## config.mk

```make
export PLATFORM = sky130hd
export DESIGN_NAME = periph_bus_master_flat
export DESIGN_NICKNAME = d
export VERILOG_FILES = /design/src/rtl/periph_bus_master_if.sv /design/src/rtl/periph_bus_master.sv /design/src/flat_wrapper.sv
export SDC_FILE = /design/constraint.sdc
export NUM_CORES = 1
export LEC_CHECK = 0
export ABC_CLOCK_PERIOD_IN_PS = 3600
export BUFFER_PORTS_ARGS = -buffer_cell sky130_fd_sc_hd__buf_2
export CAP_MARGIN = 40
export CORE_ASPECT_RATIO = 1.5
export CORE_MARGIN = 3
export CORE_UTILIZATION = 25
export DETAILED_ROUTE_END_ITERATION = 16
export PLACE_DENSITY_LB_ADDON = 0.1
export SLEW_MARGIN = 20
export SYNTH_ARGS = -nofsm -noshare
export SYNTH_HDL_FRONTEND = slang
export SYNTH_SLANG_ARGS = --single-unit
```

## constraint.sdc

```tcl
create_clock -name clk -period 3.6 [get_ports clk]
set_input_delay 0.36 -clock clk [delete_from_list [all_inputs] [get_ports clk]]
set_output_delay 0.36 -clock clk [all_outputs]
set_load 0.02 [all_outputs]
```

## src/rtl/periph_bus_master_if.sv

```systemverilog
// Signal bundle between the CPU data port, periph_bus_master and the peripheral register bus.
// The master modport is the bus master's view; slave is the core/peripheral side.
interface periph_bus_master_if #(
  parameter int ADDR_W = 8
);
  // CPU request/response side
  logic              req_valid;
  logic              req_ready;
  logic              req_we;
  logic [31:0]       req_addr;
  logic [1:0]        req_size;
  logic              req_signed;
  logic [31:0]       req_wdata;
  logic              resp_valid;
  logic [31:0]       resp_rdata;
  logic              resp_err;

  // Peripheral register bus side
  logic [ADDR_W-1:0] address;
  logic [3:0]        byte_en;
  logic [31:0]       data;
  logic              rw;
  logic              clken;
  logic [31:0]       q;

  modport master (
    input  req_valid, req_we, req_addr, req_size, req_signed, req_wdata, q,
    output req_ready, resp_valid, resp_rdata, resp_err,
           address, byte_en, data, rw, clken
  );

  modport slave (
    output req_valid, req_we, req_addr, req_size, req_signed, req_wdata, q,
    input  req_ready, resp_valid, resp_rdata, resp_err,
           address, byte_en, data, rw, clken
  );
endinterface

```

## src/rtl/periph_bus_master.sv

```systemverilog
// Single-outstanding load/store bridge from the core data port onto the peripheral register bus:
// lane alignment, byte enables, misalignment trap, one bus strobe, one-cycle extended response.
module periph_bus_master #(
  parameter int ADDR_W       = 8,
  parameter int READ_LATENCY = 1
) (
  input logic                 clk,
  input logic                 reset,
  periph_bus_master_if.master bus
);

  typedef enum logic [2:0] {
    S_IDLE,
    S_WRITE,
    S_READ,
    S_READ_WAIT,
    S_RESP
  } state_t;

  localparam logic [3:0] LAT = 4'(READ_LATENCY);

  state_t            r_state;
  logic [3:0]        r_cnt;
  logic [1:0]        r_lane;
  logic [1:0]        r_size;
  logic              r_signed;

  logic              r_req_ready;
  logic              r_resp_valid;
  logic [31:0]       r_resp_rdata;
  logic              r_resp_err;
  logic [ADDR_W-1:0] r_address;
  logic [3:0]        r_byte_en;
  logic [31:0]       r_data;
  logic              r_rw;
  logic              r_clken;

  logic              w_misaligned;
  logic [3:0]        w_byte_en;
  logic [31:0]       w_data;
  logic [31:0]       w_rdata;
  logic              w_unused_addr;

  function automatic logic misaligned(input logic [1:0] size, input logic [1:0] lane);
    case (size)
      2'd0:    return 1'b0;
      2'd1:    return lane[0];
      2'd2:    return lane != 2'd0;
      default: return 1'b1;
    endcase
  endfunction

  function automatic logic [3:0] lane_enables(input logic [1:0] size, input logic [1:0] lane);
    case (size)
      2'd0:    return 4'b0001 << lane;
      2'd1:    return lane[1] ? 4'b1100 : 4'b0011;
      default: return 4'b1111;
    endcase
  endfunction

  function automatic logic [31:0] replicate(input logic [1:0] size, input logic [31:0] wdata);
    case (size)
      2'd0:    return {4{wdata[7:0]}};
      2'd1:    return {2{wdata[15:0]}};
      default: return wdata;
    endcase
  endfunction

  // Shift the addressed lane down to bit 0, then sign- or zero-extend to 32 bits.
  function automatic logic [31:0] extract(input logic [31:0] q, input logic [1:0] lane,
                                          input logic [1:0] size, input logic sgn);
    logic [31:0] s;
    s = q >> {lane, 3'b000};
    case (size)
      2'd0:    return {{24{sgn & s[7]}}, s[7:0]};
      2'd1:    return {{16{sgn & s[15]}}, s[15:0]};
      default: return q;
    endcase
  endfunction

  assign w_misaligned  = misaligned(bus.req_size, bus.req_addr[1:0]);
  assign w_byte_en     = lane_enables(bus.req_size, bus.req_addr[1:0]);
  assign w_data        = replicate(bus.req_size, bus.req_wdata);
  assign w_rdata       = extract(bus.q, r_lane, r_size, r_signed);
  assign w_unused_addr = ^bus.req_addr[31:ADDR_W+2];

  always_ff @(posedge clk or posedge reset) begin
    if (reset) begin
      r_state      <= S_IDLE;
      r_cnt        <= '0;
      r_lane       <= '0;
      r_size       <= '0;
      r_signed     <= 1'b0;
      r_req_ready  <= 1'b1;
      r_resp_valid <= 1'b0;
      r_resp_rdata <= '0;
      r_resp_err   <= 1'b0;
      r_address    <= '0;
      r_byte_en    <= '0;
      r_data       <= '0;
      r_rw         <= 1'b1;
      r_clken      <= 1'b0;
    end else begin
      // Bus strobe and response are single-cycle pulses; idle bus values unless a state overrides.
      r_resp_valid <= 1'b0;
      r_clken      <= 1'b0;
      r_rw         <= 1'b1;
      r_byte_en    <= '0;
      r_data       <= '0;

      unique case (r_state)
        S_IDLE: begin
          if (bus.req_valid) begin
            r_lane      <= bus.req_addr[1:0];
            r_size      <= bus.req_size;
            r_signed    <= bus.req_signed;
            r_req_ready <= 1'b0;
            if (w_misaligned) begin
              r_state      <= S_RESP;
              r_resp_valid <= 1'b1;
              r_resp_err   <= 1'b1;
              r_resp_rdata <= '0;
            end else begin
              r_address <= bus.req_addr[ADDR_W+1:2];
              r_byte_en <= w_byte_en;
              r_clken   <= 1'b1;
              if (bus.req_we) begin
                r_rw    <= 1'b0;
                r_data  <= w_data;
                r_state <= S_WRITE;
              end else begin
                r_state <= S_READ;
              end
            end
          end
        end

        S_WRITE: begin
          r_state      <= S_RESP;
          r_resp_valid <= 1'b1;
          r_resp_err   <= 1'b0;
          r_resp_rdata <= '0;
        end

        S_READ: begin
          r_cnt   <= LAT;
          r_state <= S_READ_WAIT;
        end

        // q is only meaningful in the final wait cycle; earlier values are ignored.
        S_READ_WAIT: begin
          r_cnt <= (r_cnt == 4'd0) ? 4'd0 : r_cnt - 4'd1;
          if (r_cnt <= 4'd1) begin
            r_resp_rdata <= w_rdata;
            r_resp_err   <= 1'b0;
            r_resp_valid <= 1'b1;
            r_state      <= S_RESP;
          end
        end

        S_RESP: begin
          r_state     <= S_IDLE;
          r_req_ready <= 1'b1;
        end

        default: begin
          r_state     <= S_IDLE;
          r_req_ready <= 1'b1;
        end
      endcase
    end
  end

  assign bus.req_ready  = r_req_ready;
  assign bus.resp_valid = r_resp_valid;
  assign bus.resp_rdata = r_resp_rdata;
  assign bus.resp_err   = r_resp_err;
  assign bus.address    = r_address;
  assign bus.byte_en    = r_byte_en;
  assign bus.data       = r_data;
  assign bus.rw         = r_rw;
  assign bus.clken      = r_clken;

endmodule

```

## src/flat_wrapper.sv

```systemverilog
// flat-port wrapper written by rule: the top's interface ports become plain ports
module periph_bus_master_flat 
#(
  parameter int ADDR_W       = 8,
  parameter int READ_LATENCY = 1
)
  (clk, reset, bus_req_valid, bus_req_we, bus_req_addr, bus_req_size, bus_req_signed, bus_req_wdata, bus_q, bus_req_ready, bus_resp_valid, bus_resp_rdata, bus_resp_err, bus_address, bus_byte_en, bus_data, bus_rw, bus_clken);
  periph_bus_master_if #(.ADDR_W(ADDR_W)) bus_i ();
  input logic clk;
  input logic reset;
  input wire logic [$bits(bus_i.req_valid)-1:0] bus_req_valid;
  input wire logic [$bits(bus_i.req_we)-1:0] bus_req_we;
  input wire logic [$bits(bus_i.req_addr)-1:0] bus_req_addr;
  input wire logic [$bits(bus_i.req_size)-1:0] bus_req_size;
  input wire logic [$bits(bus_i.req_signed)-1:0] bus_req_signed;
  input wire logic [$bits(bus_i.req_wdata)-1:0] bus_req_wdata;
  input wire logic [$bits(bus_i.q)-1:0] bus_q;
  output wire logic [$bits(bus_i.req_ready)-1:0] bus_req_ready;
  output wire logic [$bits(bus_i.resp_valid)-1:0] bus_resp_valid;
  output wire logic [$bits(bus_i.resp_rdata)-1:0] bus_resp_rdata;
  output wire logic [$bits(bus_i.resp_err)-1:0] bus_resp_err;
  output wire logic [$bits(bus_i.address)-1:0] bus_address;
  output wire logic [$bits(bus_i.byte_en)-1:0] bus_byte_en;
  output wire logic [$bits(bus_i.data)-1:0] bus_data;
  output wire logic [$bits(bus_i.rw)-1:0] bus_rw;
  output wire logic [$bits(bus_i.clken)-1:0] bus_clken;
  assign bus_i.req_valid = bus_req_valid;
  assign bus_i.req_we = bus_req_we;
  assign bus_i.req_addr = bus_req_addr;
  assign bus_i.req_size = bus_req_size;
  assign bus_i.req_signed = bus_req_signed;
  assign bus_i.req_wdata = bus_req_wdata;
  assign bus_i.q = bus_q;
  assign bus_req_ready = bus_i.req_ready;
  assign bus_resp_valid = bus_i.resp_valid;
  assign bus_resp_rdata = bus_i.resp_rdata;
  assign bus_resp_err = bus_i.resp_err;
  assign bus_address = bus_i.address;
  assign bus_byte_en = bus_i.byte_en;
  assign bus_data = bus_i.data;
  assign bus_rw = bus_i.rw;
  assign bus_clken = bus_i.clken;
  periph_bus_master #(.ADDR_W(ADDR_W), .READ_LATENCY(READ_LATENCY)) u_core (.clk(clk), .reset(reset), .bus(bus_i));
endmodule
```

Yosys cells after proc, flatten, opt, wreduce, memory -nomap -nowiden
Index checks and enable logic that the tools add are counted.
{"block": "word_totals", "regBits": 93, "input_bits": 103, "out_inout_bits": 81, "elab_cells": 84}
{"block": "op_classes", "n_addsub": 1, "magnitude_cmp": 1, "n_eq_ne": 9, "shifts": 2, "muxes": 40, "bitwise_logic": 4, "reduce_logical": 13}
{"operator": "2-to-1 mux 32 bit", "n": 7}
{"operator": "case mux 32 bit (2 select lines)", "n": 2}
{"operator": "case mux 32 bit (3 select lines)", "n": 1}
{"operator": ">> shifter 32 x 5 -> 16 bit", "n": 1}
{"operator": "2-to-1 mux 4 bit", "n": 5}
{"operator": "case mux 4 bit (2 select lines)", "n": 2}
{"operator": "2-to-1 mux 1 bit", "n": 14}
{"operator": "case mux 3 bit (4 select lines)", "n": 1}
{"operator": "2-to-1 mux 3 bit", "n": 3}
{"operator": "case mux 1 bit (3 select lines)", "n": 3}
{"operator": "== test 3 x 2 -> 1 bit (second input constant)", "n": 2}
{"operator": "AND reduction 2 bit", "n": 3}
{"operator": "== test 2 x 1 -> 1 bit (second input constant)", "n": 2}
{"operator": "less-or-equal comparator 4 x 1 -> 1 bit (second input constant)", "n": 1}
{"operator": "zero test 2 bit", "n": 2}
{"operator": "zero test 4 bit", "n": 1}
{"operator": "inequality test 2 x 1 -> 1 bit (second input constant)", "n": 2}
{"operator": "AND reduction 4 bit", "n": 1}
{"operator": "nonzero test 2 bit", "n": 2}
{"operator": "<< shifter 1 x 2 -> 4 bit (first input constant)", "n": 1}
{"operator": "subtractor 4 x 1 -> 4 bit (second input constant)", "n": 1}
{"operator": "== test 3 x 1 -> 1 bit (second input constant)", "n": 1}
{"operator": "zero test 3 bit", "n": 1}
{"operator": "AND reduction 3 bit", "n": 1}
{"operator": "other kinds (8)", "n": 10}

Depth between registers and ports, before layout
Gate-level depths: netlist of the first run.
{"block": "logic_depth", "depth_word": 6, "mapped_depth": 8, "ltp_nobuf": 5}

Least setup slack after synthesis of the first run
No wires, ideal clock.
{"block": "synth_path", "kind": "flip-flop to flip-flop", "start": "register u_core.r_state[0]", "end": "register u_core.r_address[0], in the netlist u_core.bus.address[0]", "setup_ns": 0.125, "arrival_time_ns": 1.899, "t_required_ns": 3.475, "path_slack_ns": 1.576, "path_stages_with_launch": 7, "path_buffers": 3, "period_less_slack_ns": 2.024, "path_cell_list": "dfrtp_1 -> buf_6 -> or4b_1 -> buf_4 -> a21oi_4 -> buf_6 -> mux2_2"}
{"block": "synth_via", "elab_chain_len": 2}
{"item": "start, declared", "line_no": "periph_bus_master.sv:22", "source": "state_t r_state;"}
{"item": "start signal, assigned", "line_no": "periph_bus_master.sv:89", "source": "r_state <= S_IDLE;"}
{"item": "start signal, assigned", "line_no": "periph_bus_master.sv:119", "source": "r_state <= S_RESP;"}
{"item": "start signal, assigned", "line_no": "periph_bus_master.sv:130", "source": "r_state <= S_WRITE;"}
{"item": "zero test 3 bit", "line_no": "periph_bus_master.sv:111", "source": "unique case (r_state)"}
{"item": "AND reduction 3 bit (no source line)"}
{"item": "end signal, assigned", "line_no": "periph_bus_master.sv:124", "source": "r_address <= bus.req_addr[ADDR_W+1:2];"}
{"item": "end, declared", "line_no": "periph_bus_master.sv:32", "source": "logic [ADDR_W-1:0] r_address;"}
No other way between the ends.
A chain may end at the register's enable or synchronous reset.

Worst setup path after layout of the first run
{"block": "layout_path", "start": "register u_core.r_state[0]", "end": "register u_core.r_state[0]"}
{"block": "layout_via", "elab_chain_len": 3, "elab_cells_between_ends": 8, "cone_classes": "eq/ne: 5; mux: 1; reduce/logical: 2"}
{"item": "== test 3 x 2 -> 1 bit or zero test 3 bit (tied branches)", "line_no": "periph_bus_master.sv:111"}
{"item": "inequality test 2 x 1 -> 1 bit (no source line) or inequality test 2 bit (tied branches)"}
{"item": "AND reduction 2 bit (no source line)"}
Parallel ways exist; a longest one is shown, timed or not.

==> results.md, run 1 <==
- The flow ran to the end, and the final reports show no timing, DRC or antenna violations.
- The worst setup path is launched from a flip-flop.
- The total routing resource utilization after global routing is 14.3%.
- The DRC violation count after routing is 0.
- The floorplan step defined a core boundary enclosing 0.0164 sq mm.
- The register bit total from synthesis is 93.
- The detailed router placed 3493 vias in this run.
- The gate count of the mapped netlist is approximately 370.
- The internal power component is between 2 and 2.5 mW.
- The total buffers and inverters traversed by the critical path is 0.
- Setup repair after global routing left no endpoint under its margin.
- Global routing consumed, on the met1 layer, 16.2% of the routing resources.
- STA classifies the critical path endpoint as a flip-flop.
- Based on the critical path, the design can be clocked at up to 385 MHz.
- The first-pass iteration count of the detailed router is 4.
- For this run, the post-layout net count is 629.
- The number of setup buffers added after CTS is 0.
- The area growth from synthesis to layout is 30.9%.
- After clock tree synthesis, the clock-pin slew on the worst setup and hold paths is 0.07 ns.
- met2 is the most crowded layer.
- Pin placement for this block handled 184 I/O pins.
- The wire length of the first global-routing pass is 20900 um.
- The share of total power in combinational logic is 35.4%.
- The root cell of the clock tree is sky130_fd_sc_hd__clkbuf_16.
- The family with the most delay on the worst path is simple AND/OR/NAND/NOR gates.
- The signal arrival time at the worst endpoint is 2.84 ns.
- Of the total power, the share spent switching nets is 38.9%.
- The critical path is of the reg2reg type.
- The HPWL after detailed placement is 9810 um.
- Overall power consumption after layout is estimated at 3.92 mW.
- The post-route clock period utilization is 72.2%.
- During synthesis, Yosys emitted a total of 0 warnings.
- The most used flip-flop cell after synthesis is sky130_fd_sc_hd__dfrtp_1.
- The initial utilization of the core area, before any placement, comes to about a quarter.
- Summed over all layers, the routed wires come to 13200 um.
- The later-pin clock latency in the skew report is 0.34 ns.
- The final weighted congestion in routability-driven placement is about 0.76.
- Leaving out fill and tap cells, the most frequent cell in the layout is sky130_fd_sc_hd__buf_2.
- The largest individual stage delay along the critical path comes from the cell sky130_fd_sc_hd__or4b_1.
- The global-route track usage on met3 is 4.70%.
- The number of distinct library cells after synthesis is 48.
- The sum of overflow across all layers after global routing is 0.
- The total CTS buffers is 9.
- In this run the number of H-tree levels came out at 3.
- The worst hold path class is in2reg.
- In this run the worst path has a maximum fanout of 26.
- In this run, synthesis inferred 0 flip-flops with an integrated enable.
- On the worst path, the slowest cell contributes a delay of 0.80 ns.
- The headroom to the max-slew limit is 52.5%.
- Summing the sequential cell areas from Yosys gives 55.1% of the chip area.
- The per-cell routed wire length is 17.9 um.
- Global routing consumed, on the met2 layer, 25.5% of the routing resources.
- For this design the total switching power over the nets is 1.52 mW.
- The sequential power share is 39.3%.
- The net count after synthesis is 476.
- The clock period minus worst slack is 2.60 ns.
- The count of nets left with antenna violations once routing finished came out at 0.
- The number of clock sinks seen by CTS is 93.
- The TritonCTS clock tree is built.
- The setup TNS is 0 ns.
- The number of vias per cell after detailed routing is 4.74.
- The placed instances occupy a cell area of 0.00522 sq mm.
- Setup slack closes at ~1.0 ns.
- The floorplan step set the die height to 165 um.
- The number of buffers added on ports is 161.
- The mean post-synth cell area is approximately 11 sq um.
- The number of hold violations in the final report is 0.
- Counting the fill cells in the layout gives 1720.
- For this design the static power due to leakage is 2.83 nW.
- On the final layout, the worst clock skew is 0.0137 ns.
- The number of violations reported at the end of detailed-routing iteration 0 is 140.
- IR analysis of the VDD net gives a maximum drop of just under 0.3 mV.
- Walking the worst path, the cells encountered are or4b_1, a21oi_4, nand2_4, a221oi_2.
- The die area is 0.0186 sq mm.
- The via count of the first global-routing pass came to 3755.
- The post-synthesis cell area is 0.00423 sq mm.
- The clock passes through at most 2 buffers.
- Of all flip-flops after synthesis, the portion carrying an async set or reset was between 90% and 100%.
- The cell area after layout is 0.00554 sq mm.
- The initial antenna violation count is 0.
- Before CTS, the worst setup slack after placement is 0.956 ns.
- In this run, post-CTS repair resized a total of 0 instances.
- The part of the total power dissipated in the clock network is around 25%.
- Max-cap violations in this run came to 0.
- At the pin with the least slew margin, the transition time is 0.712 ns.
- The standard-cell row count is 57.
- In the final layout, the share of cells above drive strength 1 is 41.2%.
- The largest net degree at the start of global routing is 53.
- In the layout the commonest cells are 161 x sky130_fd_sc_hd__buf_2, 91 x sky130_fd_sc_hd__dfrtp_1, 32 x sky130_fd_sc_hd__nand2_1.
- The number of max-slew violations in the final report is 0.
- The worst slack on hold paths is 0.251 ns.
- For this design the ratio of total power to cell area is 707 mW/mm^2.
- From left edge to right edge, the die measures between 100 and 150 um.
- Setup violations remaining at the end of the flow were counted as 0.
- The total inserted antenna cells is 0.
- The worst path required time is 3.84 ns.
==> worst paths after layout <==
kind	start	to	slack, ns	cells past startpoint
setup / recovery	u_core.r_state[0]	u_core.r_state[0]	1.00	4
hold reg to reg	u_core.bus.req_ready	u_core.bus.req_ready	0.49	2
min in group asynchronous	reset	u_core.bus.resp_rdata[6]	0.50	3
max in group asynchronous	reset	u_core.bus.req_ready	2.20	5
hold / removal	bus_req_addr[8]	u_core.bus.address[6]	0.25	2
setup reg to reg	u_core.r_state[0]	u_core.r_state[0]	1.00	4
==> stage by stage <==
step / util, % / std cells
2_1_floorplan: - / 373
3_3_place_gp: 31.6 / 718
3_5_place_dp: 31.8 / 720
4_1_cts: 33.8 / 737
5_1_grt: 33.8 / 737
6_report: 33.8 / 737
==> power groups by stage <==
| stage | Combinational [mW] | Clock [mW] | Sequential [mW] |
|---|---|---|---|
| 2_1_floorplan | 0.800 | 0 | 1.69 |
| 3_3_place_gp | 1.41 | 0 | 1.55 |
| 3_5_place_dp | 1.42 | 0 | 1.56 |
| 4_1_cts | 1.42 | 1.04 | 1.54 |
| 5_1_grt | 1.52 | 1.09 | 1.59 |
| 6_report | 1.39 | 0.991 | 1.54 |
==> Yosys cell counts, types with 6 or more instances <==
cell type | number | area share, %
sky130_fd_sc_hd__dfrtp_1 | 91 | 54
sky130_fd_sc_hd__mux2_2 | 13 | 3.5
sky130_fd_sc_hd__nand2_1 | 32 | 2.8
sky130_fd_sc_hd__inv_1 | 6 | 0.53
sky130_fd_sc_hd__nand2b_1 | 11 | 1.6
sky130_fd_sc_hd__and3_1 | 8 | 1.2
sky130_fd_sc_hd__o2bb2ai_1 | 23 | 4.8
sky130_fd_sc_hd__a21oi_1 | 31 | 3.7
sky130_fd_sc_hd__a221o_1 | 16 | 3.8
sky130_fd_sc_hd__nor2_1 | 23 | 2.0
sky130_fd_sc_hd__o21ai_0 | 18 | 2.1
sky130_fd_sc_hd__clkbuf_1 | 12 | 1.1
sky130_fd_sc_hd__mux2i_1 | 25 | 5.9
sky130_fd_sc_hd__nor2_2 | 9 | 1.3
sky130_fd_sc_hd__buf_2 | 6 | 0.71
==> cell type report <==
class | count | area, sq um | area share (%)
sequential | 93 | 2330 | 42.1
multi-input combinational | 247 | 1730 | 31.3
timing repair buffer | 168 | 881 | 15.9
tap | 206 | 258 | 4.65
clock buffer | 10 | 239 | 4.32
clock inverter | 6 | 70.1 | 1.27
inverter | 7 | 28.8 | 0.520
==> sequential cells by signal, summed over array words and instances, names as in the netlist <==
signal	flops
u_core.bus.data	32
u_core.bus.byte_en	4
u_core.bus.resp_valid	1
u_core.bus.clken	1
u_core.bus.resp_rdata	32
u_core.r_state	3
u_core.r_size	2
u_core.bus.rw	1
u_core.bus.resp_err	1
u_core.bus.req_ready	1
u_core.bus.address	8
u_core.r_signed	1
u_core.r_cnt	4
u_core.r_lane	2
==> cell families after synthesis <==
group	after synthesis	synth area share [%]
mux	39	9.91
simple gates	99	11.8
compound gates	108	19.0
buf+inv	33	3.99
flops	93	55.1
xor+xnor	1	0.207
==> metal layers <==
layer	vias up	share of wire [%]
met1	1712	39
met3	11	7.0
met4	0	1.8
li1	1647	-
met5	-	0
met2	123	52
==> repair_timing <==
item / CTS / global route
hold endpoints to repair: 13 / 0
setup endpoints to repair: 0 / 0
hold buffers: 1 / 0
Note: power is estimated with default switching activity, not from simulation.
==> run 2, diff against run 1 <==
--- a/config.mk
+++ b/config.mk
@@ -5,7 +5,7 @@
 export SDC_FILE = /design/constraint.sdc
 export NUM_CORES = 1
 export LEC_CHECK = 0
-export ABC_CLOCK_PERIOD_IN_PS = 3600
+export ABC_CLOCK_PERIOD_IN_PS = 2700
 export BUFFER_PORTS_ARGS = -buffer_cell sky130_fd_sc_hd__buf_2
 export CAP_MARGIN = 40
 export CORE_ASPECT_RATIO = 1.5
==> constraint.sdc (replaced) <==
create_clock -name clk -period 2.7 [get_ports clk]
set_input_delay 0.27 -clock clk [delete_from_list [all_inputs] [get_ports clk]]
set_output_delay 0.27 -clock clk [all_outputs]
set_load 0.02 [all_outputs]
==> run 2 against run 1 <==
- utilization fell by 0.16 points
- register-to-register slack got worse by 0.49 ns
- power rose by 31%
- sequential power rose by 29%
- critical path type unchanged
- largest cell class unchanged
==> results.md, run 2 (synthesis gave the netlist of run 1 again) <==
- Global routing consumed, on the met1 layer, 16.7% of the routing resources.
- The maximum clock path buffer count is 2.
- The internal power component is 3.13 mW.
- The worst clock skew on the final layout is 0.00860 ns.
- The first detailed-routing pass took 4 iterations.
- TritonCTS built the clock tree.
- The later-pin clock latency in the skew report is between 0.3 and 0.4 ns.
- The number of max-slew violations in the final report is 0.
- The endpoint class of the critical path is a flip-flop.
- The number of hold violations in the final report is 0.
- The path class of the tightest hold or removal check is in2async.
- Timing would allow up to 458 MHz.
- The sequential power share is 38.6%.
- For met2 alone, demand over resource in global routing was 25.4%.
- The via count of the first global-routing pass is roughly 3800.
- Entering global routing, the biggest net connects 49 pins.
- Counting every sink on the clock net gives 93.
- The number of buffers added on ports is ~160.
- The share of total power in combinational logic is a little under two fifths.
- The number of routed nets with antenna violations is 0.
- The chip width is 112 um.
- The root cell of the clock tree is sky130_fd_sc_hd__clkbuf_16.
- Summed over all nets, the half-perimeter wirelength after detailed placement is around 9900 um.
- The top cell types in the final layout, fill and taps aside, are 161 x sky130_fd_sc_hd__buf_2, 91 x sky130_fd_sc_hd__dfrtp_1, 32 x sky130_fd_sc_hd__nand2_1.
- The power density over the cells is just over 900 mW/mm^2.
- Dividing the final minimum period by the clock period gives around four fifths.
- Of the total power, the clock network draws about a quarter.
- The signal arrival time at the worst endpoint is 2.43 ns.
- The first global-routing pass estimated roughly 21000 um of wire.
- The number of antenna diodes in the final layout is 0.
- Total power for the finished layout comes to 5.15 mW.
- The global-route track usage on met3 is roughly 4.3%.
- The die boundary height is 165 um.
- Compared with the post-synthesis result, the final layout area differs by 30.3%.
- The fraction of final layout cells sized beyond drive strength 1 is 41.3%.
- After floorplanning, the core was divided into 57 placement rows.
- Once layout is complete, the cells apart from fillers number 739.
- Summed over all layers, the routed wires come to between 10000 and 15000 um.
- Detailed routing inserted a total of 3518 vias.
- After global routing the overflow that remains totals 0.
- The worst pin sits at a relative slew slack of between 50% and 60%.
- In this run the critical register-to-register path is captured at u_core.r_state[0].
- The number of violations reported at the end of detailed-routing iteration 0 is roughly 120.
- The die area is 0.0186 sq mm.
- For this run, the total global-route usage over all layers was measured as 14.5%.
- The cell area after layout is 0.00551 sq mm.
- STA classifies the critical path startpoint as a flip-flop.
- Once the clock tree was built, the resizer swapped 0 gates to a different size.
- STA puts the critical path data required time at 2.94 ns.
- In this run switching power makes up 39.3% of total power.
- The region available for standard cell placement spans 0.0164 sq mm.
- Clock-pin slew was measured on the worst setup and hold paths at 0.07 ns.
- The slew at the pin with the worst max-slew slack is 0.648 ns.
- The cell area after placement is 0.00523 sq mm.
- The cts-stage hold buffer count is 0.
- The post-CTS setup buffer count is 0.
- For this run, design rule violations remaining after detail routing come to 0.
- Max-cap violations in this run came to 0.
- The setup TNS is 0 ns.
- The per-cell routed wire length is around 18 um.
- After detailed routing, the number of vias per cell comes to 4.76.
- For this design the total switching power over the nets is 2.02 mW.
- Cells fill 33.6% of the core in the end.
- The most crowded layer after global routing is met2.
- The top fanout value on the critical path is 26.
- The number of cells after detailed placement is 723.
- The worst setup slack for register-to-register paths is approximately 0.52 ns.
- Counting the buffers created by CTS gives 9.
- Routability-driven placement finished with a final weighted congestion of slightly above 0.8.
- The initial utilization of the core area, before any placement, comes to 25.8%.
- Setup repair after global routing left no endpoint under its margin.
- The final setup violation count is 0.
- The critical setup path kind is reg2reg.
- The flow ran to the end, and the final reports show no timing, DRC or antenna violations.
- The logic depth of the worst register-to-register path is 4.
- The leakage power is about 2.8 nW.
- The depth of the CTS H-tree is 3.
- The final net count is 631.
- The library cell used most frequently in the layout, excluding fill and tap cells, is sky130_fd_sc_hd__buf_2.
- After layout, the minimum clock period comes to 2.18 ns.
- Across the VDD grid, the largest voltage drop is 0.403 mV.
- 184 I/O pins were placed.
- The launch instance of the worst register-to-register path is u_core.r_state[0].
- The initial antenna violation count is 0.
## run 2: changes by cell type in the layout (fill, tap and decap cells not counted), sizes merged
| cell | change |
|---|---|
| clkinv | -1 |
| dlygate4sd3 | -1 |
| buf | +3 |
| clkbuf | +2 |
| bufinv | -1 |
## run 2: final cells by class
type,instances,area [sq um]
Inverter,7,28.8
Sequential cell,93,2330
Tap cell,206,258
Timing Repair Buffer,170,886
Fill cell,1738,10900
Multi-Input combinational cell,247,1730
Clock inverter,4,31.3
Clock buffer,12,246
## run 2: layer usage
metal / wire length, um / up-vias
met4: 272 / 0
met3: 913 / 17
met5: 0 / -
met2: 6790 / 124
met1: 5300 / 1716
li1: - / 1661
## run 2: worst max-delay path, cell delays in order, from the launching register on
cell and delay, ns:
sky130_fd_sc_hd__dfrtp_1 0.49, sky130_fd_sc_hd__or4b_1 0.63, sky130_fd_sc_hd__a21oi_4 0.37, sky130_fd_sc_hd__nand2_4 0.31, sky130_fd_sc_hd__a221oi_2 0.30
## run 2: metrics by stage
| stage | hold slack (ns) | setup slack, ns |
|---|---|---|
| 3_3_place_gp | 0.402 | 0.513 |
| 6_report | 0.0153 | 0.517 |
| 3_5_place_dp | 0.400 | 0.495 |
| 5_1_grt | 0.0556 | 0.330 |
| 2_1_floorplan | 0.354 | 0.0130 |
| 4_1_cts | 0.0241 | 0.477 |
## run 2: worst max path at each step
stage,startpoint,to,slack (ns),cells after the start
floorplan,reset,u_core.bus.address[0],0.01,1
finish,u_core.r_state[0],u_core.r_state[0],0.52,4
global placement,u_core.r_state[0],u_core.r_state[0],0.51,4
CTS,u_core.r_state[0],u_core.r_state[0],0.48,4
detailed placement,u_core.r_state[0],u_core.r_state[0],0.50,4
global route,u_core.r_state[0],u_core.r_state[0],0.33,4
## run 2: power by group through the flow
stage	Combinational (mW)	Clock, mW	Sequential, mW
floorplan	1.07	0	2.25
detailed placement	1.99	0	2.01
CTS	1.99	1.26	1.99
global placement	1.98	0	2.01
finish	1.95	1.21	1.99
global route	2.14	1.32	2.05
